File: src/rtl/fanout_tree_pipe.sv
// fanout_tree_pipe
//   Pipelined, parametrised inverter/buffer fan-out tree. One input bit runs
//   through CHAIN_LEN registers and then through a registered binary tree of
//   depth log2(NUM_OUT) to NUM_OUT leaf registers. Every stage inverts
//   (inv_mode=1) or buffers (inv_mode=0). A fill counter tracks how many
//   enabled edges have passed since the last restart (reset or mode change),
//   and a saturating counter records dout[0] transitions while valid.
//
// Ports
//   clk        rising-edge clock
//   rst        asynchronous, active-high reset
//   en         stage enable; 0 freezes all pipeline state and the fill count
//   inv_mode   1: every stage inverts, 0: every stage buffers
//   din        data input
//   cnt_clr    synchronous clear of toggle_cnt (wins over an increment)
//   dout       leaf outputs, one register per leaf, all bits always equal
//   dout_valid registered; 1 when every stage holds data captured since the
//              last restart
//   toggle_cnt saturating count of dout[0] transitions seen while valid
//
// Output qualification: dout_valid is a plain status flag, not a handshake.
// There is no ready/backpressure; dout is meaningful on any cycle where
// dout_valid=1 and is ignored otherwise. All outputs come straight from
// registers, so no input reaches an output combinationally.

module fanout_tree_pipe #(
  parameter int NUM_OUT   = 4,
  parameter int CHAIN_LEN = 5,
  parameter int CNT_W     = 16
) (
  input  logic               clk,
  input  logic               rst,
  input  logic               en,
  input  logic               inv_mode,
  input  logic               din,
  input  logic               cnt_clr,
  output logic [NUM_OUT-1:0] dout,
  output logic               dout_valid,
  output logic [CNT_W-1:0]   toggle_cnt
);

  localparam int L      = $clog2(NUM_OUT);
  localparam int LAT    = CHAIN_LEN + L;
  localparam int FILL_W = $clog2(LAT + 1);
  localparam logic [FILL_W-1:0] FILL_MAX = FILL_W'(LAT);
  // Tree nodes use heap numbering: node 1 is the root (last chain stage),
  // children of node n are 2n and 2n+1. Level j occupies nodes
  // 2^(j+1) .. 2^(j+2)-1, so the leaves are nodes NUM_OUT .. 2*NUM_OUT-1.
  localparam int NODES  = 2 * NUM_OUT;

  logic                 mode_q;
  logic                 mode_chg;
  logic [CHAIN_LEN-1:0] chain;
  logic [NODES-1:2]     tree;
  logic [NODES-1:2]     parent;
  logic [FILL_W-1:0]    fill;
  logic [FILL_W-1:0]    fill_nxt;
  logic                 d0_q;

  // A mode change is seen regardless of en; it restarts the fill count.
  assign mode_chg = (inv_mode != mode_q);

  always_ff @(posedge clk or posedge rst) begin
    if (rst) begin
      mode_q <= 1'b0;
    end else begin
      mode_q <= inv_mode;
    end
  end

  // Register chain. Stage 0 captures din; each later stage its predecessor.
  always_ff @(posedge clk or posedge rst) begin
    if (rst) begin
      chain <= '0;
    end else if (en) begin
      chain[0] <= din ^ inv_mode;
      for (int i = 1; i < CHAIN_LEN; i++) begin
        chain[i] <= chain[i-1] ^ inv_mode;
      end
    end
  end

  // Parent wiring of the tree: level-0 nodes (2 and 3) hang off the root.
  for (genvar n = 2; n < NODES; n++) begin : g_node
    if (n < 4) begin : g_root_child
      assign parent[n] = chain[CHAIN_LEN-1];
    end else begin : g_inner_child
      assign parent[n] = tree[n/2];
    end
  end

  always_ff @(posedge clk or posedge rst) begin
    if (rst) begin
      tree <= '0;
    end else if (en) begin
      tree <= parent ^ {(NODES-2){inv_mode}};
    end
  end

  assign dout = tree[NODES-1:NUM_OUT];

  // Fill tracking: counts enabled edges since the last restart, saturating
  // at LAT. dout_valid is registered from the next fill value so it rises on
  // the same edge the count reaches LAT.
  always_comb begin
    fill_nxt = fill;
    if (mode_chg) begin
      fill_nxt = '0;
    end else if (en && (fill != FILL_MAX)) begin
      fill_nxt = fill + 1'b1;
    end
  end

  always_ff @(posedge clk or posedge rst) begin
    if (rst) begin
      fill       <= '0;
      dout_valid <= 1'b0;
    end else begin
      fill       <= fill_nxt;
      dout_valid <= (fill_nxt == FILL_MAX);
    end
  end

  // Toggle tracking: d0_q is dout[0] delayed one edge, so a transition of
  // dout[0] is counted on the edge after it happens.
  always_ff @(posedge clk or posedge rst) begin
    if (rst) begin
      d0_q       <= 1'b0;
      toggle_cnt <= '0;
    end else begin
      d0_q <= dout[0];
      if (cnt_clr) begin
        toggle_cnt <= '0;
      end else if (dout_valid && (dout[0] != d0_q) && (toggle_cnt != '1)) begin
        toggle_cnt <= toggle_cnt + 1'b1;
      end
    end
  end

endmodule
File: config.mk
export PLATFORM = sky130hd
export DESIGN_NAME = fanout_tree_pipe
export DESIGN_NICKNAME = d
export VERILOG_FILES = /design/src/rtl/fanout_tree_pipe.sv
export SDC_FILE = /design/constraint.sdc
export NUM_CORES = 1
export LEC_CHECK = 0
export ABC_AREA = 0
export BUFFER_PORTS_ARGS = -buffer_cell sky130_fd_sc_hd__buf_4
export CELL_PAD_IN_SITES_DETAIL_PLACEMENT = 2
export CELL_PAD_IN_SITES_GLOBAL_PLACEMENT = 2
export CORE_ASPECT_RATIO = 1.25
export CORE_MARGIN = 4
export CORE_UTILIZATION = 37
export DETAILED_ROUTE_END_ITERATION = 7
export GPL_TIMING_DRIVEN = 0
export HOLD_SLACK_MARGIN = 0.02
export PLACE_DENSITY_LB_ADDON = 0.12
export SYNTH_ARGS = -nofsm -noshare
export SYNTH_HDL_FRONTEND = slang
export SYNTH_SLANG_ARGS = --single-unit
File: constraint.sdc
create_clock -name clk -period 3.4 [get_ports clk]
set_input_delay 0.34 -clock clk [delete_from_list [all_inputs] [get_ports clk]]
set_output_delay 0.34 -clock clk [all_outputs]
set_load 0.05 [all_outputs]
Yosys cells after proc, flatten, opt, wreduce, memory -nomap -nowiden
Cells that the tools add are included.
W data, S select, Z words.
{"block": "totals", "memories": 0, "ram_bits": 0, "rom_bits": 0, "regBits": 33, "latch_bits": 0, "word_cells": 28, "out_inout_bits": 21}
{"block": "classes", "addsub": 2, "bitwise": 6, "magnitude_cmp": 0, "div": 0, "shift": 0, "eq_ne": 5, "n_reduce_logical": 4, "n_mul": 0, "muxes": 4}
{"cell": "$mux W16", "count": 2}
{"cell": "$add A16 B1 Y16 const B", "count": 1}
{"cell": "$ne A16 B16 Y1 const B", "count": 1}
{"cell": "$mux W3", "count": 2}
{"cell": "$xor A6 B6 Y6", "count": 1}
{"cell": "$xor A1 B1 Y1", "count": 5}
{"cell": "$add A3 B1 Y3 const B", "count": 1}
{"cell": "$eq A3 B3 Y1 const B", "count": 1}
{"cell": "$logic_and A1 B1 Y1", "count": 3}
{"cell": "$ne A3 B3 Y1 const B", "count": 1}
{"cell": "$ne A1 B1 Y1", "count": 2}
{"cell": "$reduce_bool A2 Y1", "count": 1}

Logic depth before layout (Yosys ltp)
{"block": "depth", "word_depth": 5, "ltp_mapped": 6, "ltp_nobuf": 5}

Least setup slack after synthesis
OpenSTA, ideal clock, no wires.
{"block": "synth_path", "kind": "flip-flop to flip-flop", "startpoint": "reg toggle_cnt[12]", "endpoint": "reg toggle_cnt[6]", "path_buffers": 1, "setup_ps": 125, "arrival_time_ps": 1871, "synth_period_minus_slack_ps": 1997, "slack_ps": 1403, "path_stages_with_launch": 6, "cell_sequence": "dfrtp_1 nand4_1 nor4b_4 buf_6 nor4_2 mux2_4"}
{"block": "synth_via", "elab_chain_len": 3}
{"item": "start, declared", "line": "39", "text": "output logic [CNT_W-1:0] toggle_cnt"}
{"item": "start signal, assigned", "line": "135", "text": "toggle_cnt <= toggle_cnt + 1'b1;"}
{"item": "$ne A16 B16 Y1", "line": "134", "text": "end else if (dout_valid && (dout[0] != d0_q) && (toggle_cnt != '1)) begin"}
{"item": "$logic_and A1 B1 Y1", "line": "134"}
{"item": "$reduce_bool A2 Y1 (no source line)"}
No other way between the ends.
A chain may end at the register's enable or synchronous reset.

==> results.md <==
* GRT Util Overall at 0.191
* Reg2Reg Setup Slack at 1520 ps
* Power Dens Cells at 457 nW/um^2
* Post-CTS Resized at 0
* Wire length per cell after detailed routing at 18.0 um
* Worst skew pair latency at 290 ps
* CTS root buf: clkbuf_8
* Logic pwr share at 0.182
* Post-DRT Antenna Nets at 0
* Most frequent cells in the layout: buf_4, dfrtp_1, nor2_1
* Clock power frac at 0.368
* Initial drt markers at 31
* Syn Area/Cell at 10.1 um^2
* Final count of hold timing violations at 0
* Initial antenna violation count at 0
* Syn Inst Count at 153
* Post-CTS Setup Bufs at 0
* Worst setup SP type: flip-flop
* IO Port Bufs at 25
* Status: finished, final reports clean
* GP Congestion at 0.761
* Critical Path Fanout Max at 7
* Leakage at 0.825 nW
* Internal power at 0.612 mW
* Net Count, Synth at 162
* Largest net degree at the start of global routing at 30
* Total gr overflow at 0
* Htree depth at 2
* Reg clk slew, reported paths at 60 ps
* Placed cell area at 1800 um^2
* Cts hold-fix bufs at 0
* Clk buf depth at 2
* Layout Skew at 6.64 ps
* Drt drc at 0
* Vias/cell at 5.49
* FF+latch count, synth at 29
* Fmax at 531 MHz
* Die Area at 5280 um^2
* FF-to-FF End: toggle_cnt[13]$_DFFE_PP0P_
* Diode count at 0
* Setup crit end kind: flip-flop
* Synthesized area at 1550 um^2
* Share of cells above drive strength 1 at 0.247
* Area growth syn-to-layout at 23.2%
* Worst VDD drop at 0.000246 V
* Crit Reg-Reg Startpoint: tree[6]$_DFFE_PP0P_
* Worst Hold Launch: inv_mode
* Slew margin rel. at 0.238
* Switching power at 0.258 mW
* Worst r2r path cells at 4
* Yosys cell types at 38
* WL final at 4.34 mm
* Worst Path Arrival at 2080 ps
* Vias in the first global route at 1489
* Vias at 1328
* Max Slew Vio Count at 0
* Final Cycle Share at 0.553
* Crit path time final at 1880 ps
* Site Rows at 26
* Starting Density at 0.380
* First-pass GRT wire length at 7.58 mm
* Final Cell Area at 1900 um^2
* CTS Buf Count at 5
* Die H at 80.3 um
* Ys Warns at 0
* WHS Endpoint: mode_q$_DFF_PP0_
* CTS Sinks at 29
* CTS tree: built
* Maxcap violations at 0
* Die width at 65.8 um
* HP Class: in -> reg
* Final-report setup violation count at 0
* Sequential share of the synthesized area at 0.470
* Nets at 194
* Critical path class: reg -> reg
* DRT Pass-1 Iters at 4
* Setup_tns at 0 ps
* RSZ-0062 raised after global routing: false
* DP HPWL at 3.22 mm
* Core Region at 4070 um^2
* Switching fraction of total power at 0.297
* Hold-critical path depth at 1
* Io pins at 27
* Worst-Margin Slew at 1140 ps
* Worst path required time at 3600 ps
* Sequential share of power at 0.450
worst max-delay path, stage by stage (launching register included):
cell	delay [ps]
dfrtp_1	490
xor2_2	330
nand4_2	250
or4_1	550
a21oi_1	190
power by group through the flow:
stage / logic, mW / registers, mW / clock network, mW
finish: 0.158 / 0.392 / 0.320
global route: 0.173 / 0.396 / 0.344
CTS: 0.161 / 0.392 / 0.329
detailed placement: 0.160 / 0.398 / 0
global placement: 0.152 / 0.395 / 0
floorplan: 0.119 / 0.392 / 0
registers in the layout, indices dropped and copies added (netlist names):
name,cells
fill,3
tree,2
dout_valid,1
toggle_cnt,16
mode_q,1
d0_q,1
chain,5
cell usage after synthesis:
| master | count | area share |
|---|---|---|
| nor2b_1 | 3 | 0.012 |
| mux2_2 | 1 | 0.0073 |
| buf_1 | 1 | 0.0024 |
| mux2_4 | 1 | 0.0097 |
| nand4_1 | 3 | 0.012 |
| buf_4 | 4 | 0.019 |
| and4_1 | 3 | 0.017 |
| mux2i_1 | 3 | 0.019 |
| buf_6 | 1 | 0.0073 |
| and2_1 | 1 | 0.0041 |
| nand4_2 | 2 | 0.016 |
| o21ai_0 | 5 | 0.016 |
| dfrtp_1 | 29 | 0.47 |
| a21oi_1 | 15 | 0.049 |
| xor2_2 | 1 | 0.011 |
| nor3_1 | 10 | 0.032 |
| nand2_2 | 1 | 0.0041 |
| nor2_1 | 16 | 0.039 |
| o31ai_1 | 6 | 0.029 |
| o2111ai_1 | 1 | 0.0057 |
| xor2_1 | 1 | 0.0057 |
| xnor2_1 | 8 | 0.045 |
| inv_1 | 2 | 0.0049 |
| nor4b_4 | 1 | 0.015 |
| nor4_1 | 1 | 0.0041 |
| nand3b_1 | 1 | 0.0049 |
| nand2_1 | 4 | 0.0097 |
| o211ai_1 | 1 | 0.0049 |
| a31oi_1 | 3 | 0.012 |
| and3_1 | 2 | 0.0081 |
| or3_1 | 2 | 0.0081 |
| nor4_2 | 1 | 0.0081 |
| nand3_1 | 4 | 0.013 |
| ha_1 | 3 | 0.024 |
| or4_1 | 6 | 0.029 |
| clkbuf_1 | 3 | 0.0073 |
| nand2b_1 | 2 | 0.0081 |
| o21a_1 | 1 | 0.0049 |
worst max path at each step:
stage                               startpoint  cells after the start  slack [ps]                         end
floorplan           toggle_cnt[12]$_DFFE_PP0P_                      5        1400   toggle_cnt[6]$_DFFE_PP0P_
global placement    toggle_cnt[14]$_DFFE_PP0P_                      5        1520   toggle_cnt[6]$_DFFE_PP0P_
detailed placement  toggle_cnt[12]$_DFFE_PP0P_                      5        1520   toggle_cnt[6]$_DFFE_PP0P_
CTS                 toggle_cnt[12]$_DFFE_PP0P_                      5        1500   toggle_cnt[6]$_DFFE_PP0P_
global route         toggle_cnt[0]$_DFFE_PP0P_                      6        1370   toggle_cnt[6]$_DFFE_PP0P_
finish                     tree[6]$_DFFE_PP0P_                      4        1520  toggle_cnt[13]$_DFFE_PP0P_
cells by family (layout without fill, tap and decap cells):
kind of cell | Yosys count | after routing | synth area share
flip-flops | 29 | 29 | 0.470
AO/OA/AOI/OAI | 32 | 32 | 0.121
AND/OR/NAND/NOR | 63 | 63 | 0.245
buffers and inverters | 11 | 44 | 0.0413
XOR/XNOR | 10 | 10 | 0.0615
adder cells (fa/ha/maj) | 3 | 3 | 0.0243
multiplexers | 5 | 5 | 0.0364
layout make-up:
| cell class | instances | area, um^2 |
|---|---|---|
| fillers | 435 | 2160 |
| multi-input cells | 113 | 756 |
| flip-flops and latches | 29 | 726 |
| repair buffers | 25 | 188 |
| clock buffers | 7 | 96.3 |
| well taps | 56 | 70.1 |
| plain buffers | 9 | 56.3 |
| inverters | 2 | 7.51 |
| clock inverters | 1 | 5.00 |
metrics by stage:
stage / cells / util / hold WS [ps] / total power, mW / setup WS (ps)
after floorplan: 153 / - / 371 / 0.511 / 1400
after global placement: 234 / 0.443 / 459 / 0.547 / 1520
after detailed placement: 234 / 0.443 / 462 / 0.558 / 1520
after CTS: 242 / 0.468 / 159 / 0.883 / 1500
after global routing: 242 / 0.468 / 160 / 0.912 / 1370
final: 242 / 0.468 / 167 / 0.870 / 1520
per-layer routing:
layer	global-route usage	wire length, um
met5	0	0
met4	0.0726	76
met3	0.0559	167
met2	0.343	2370
met1	0.206	1730
Note: power is estimated with default switching activity, not from simulation.
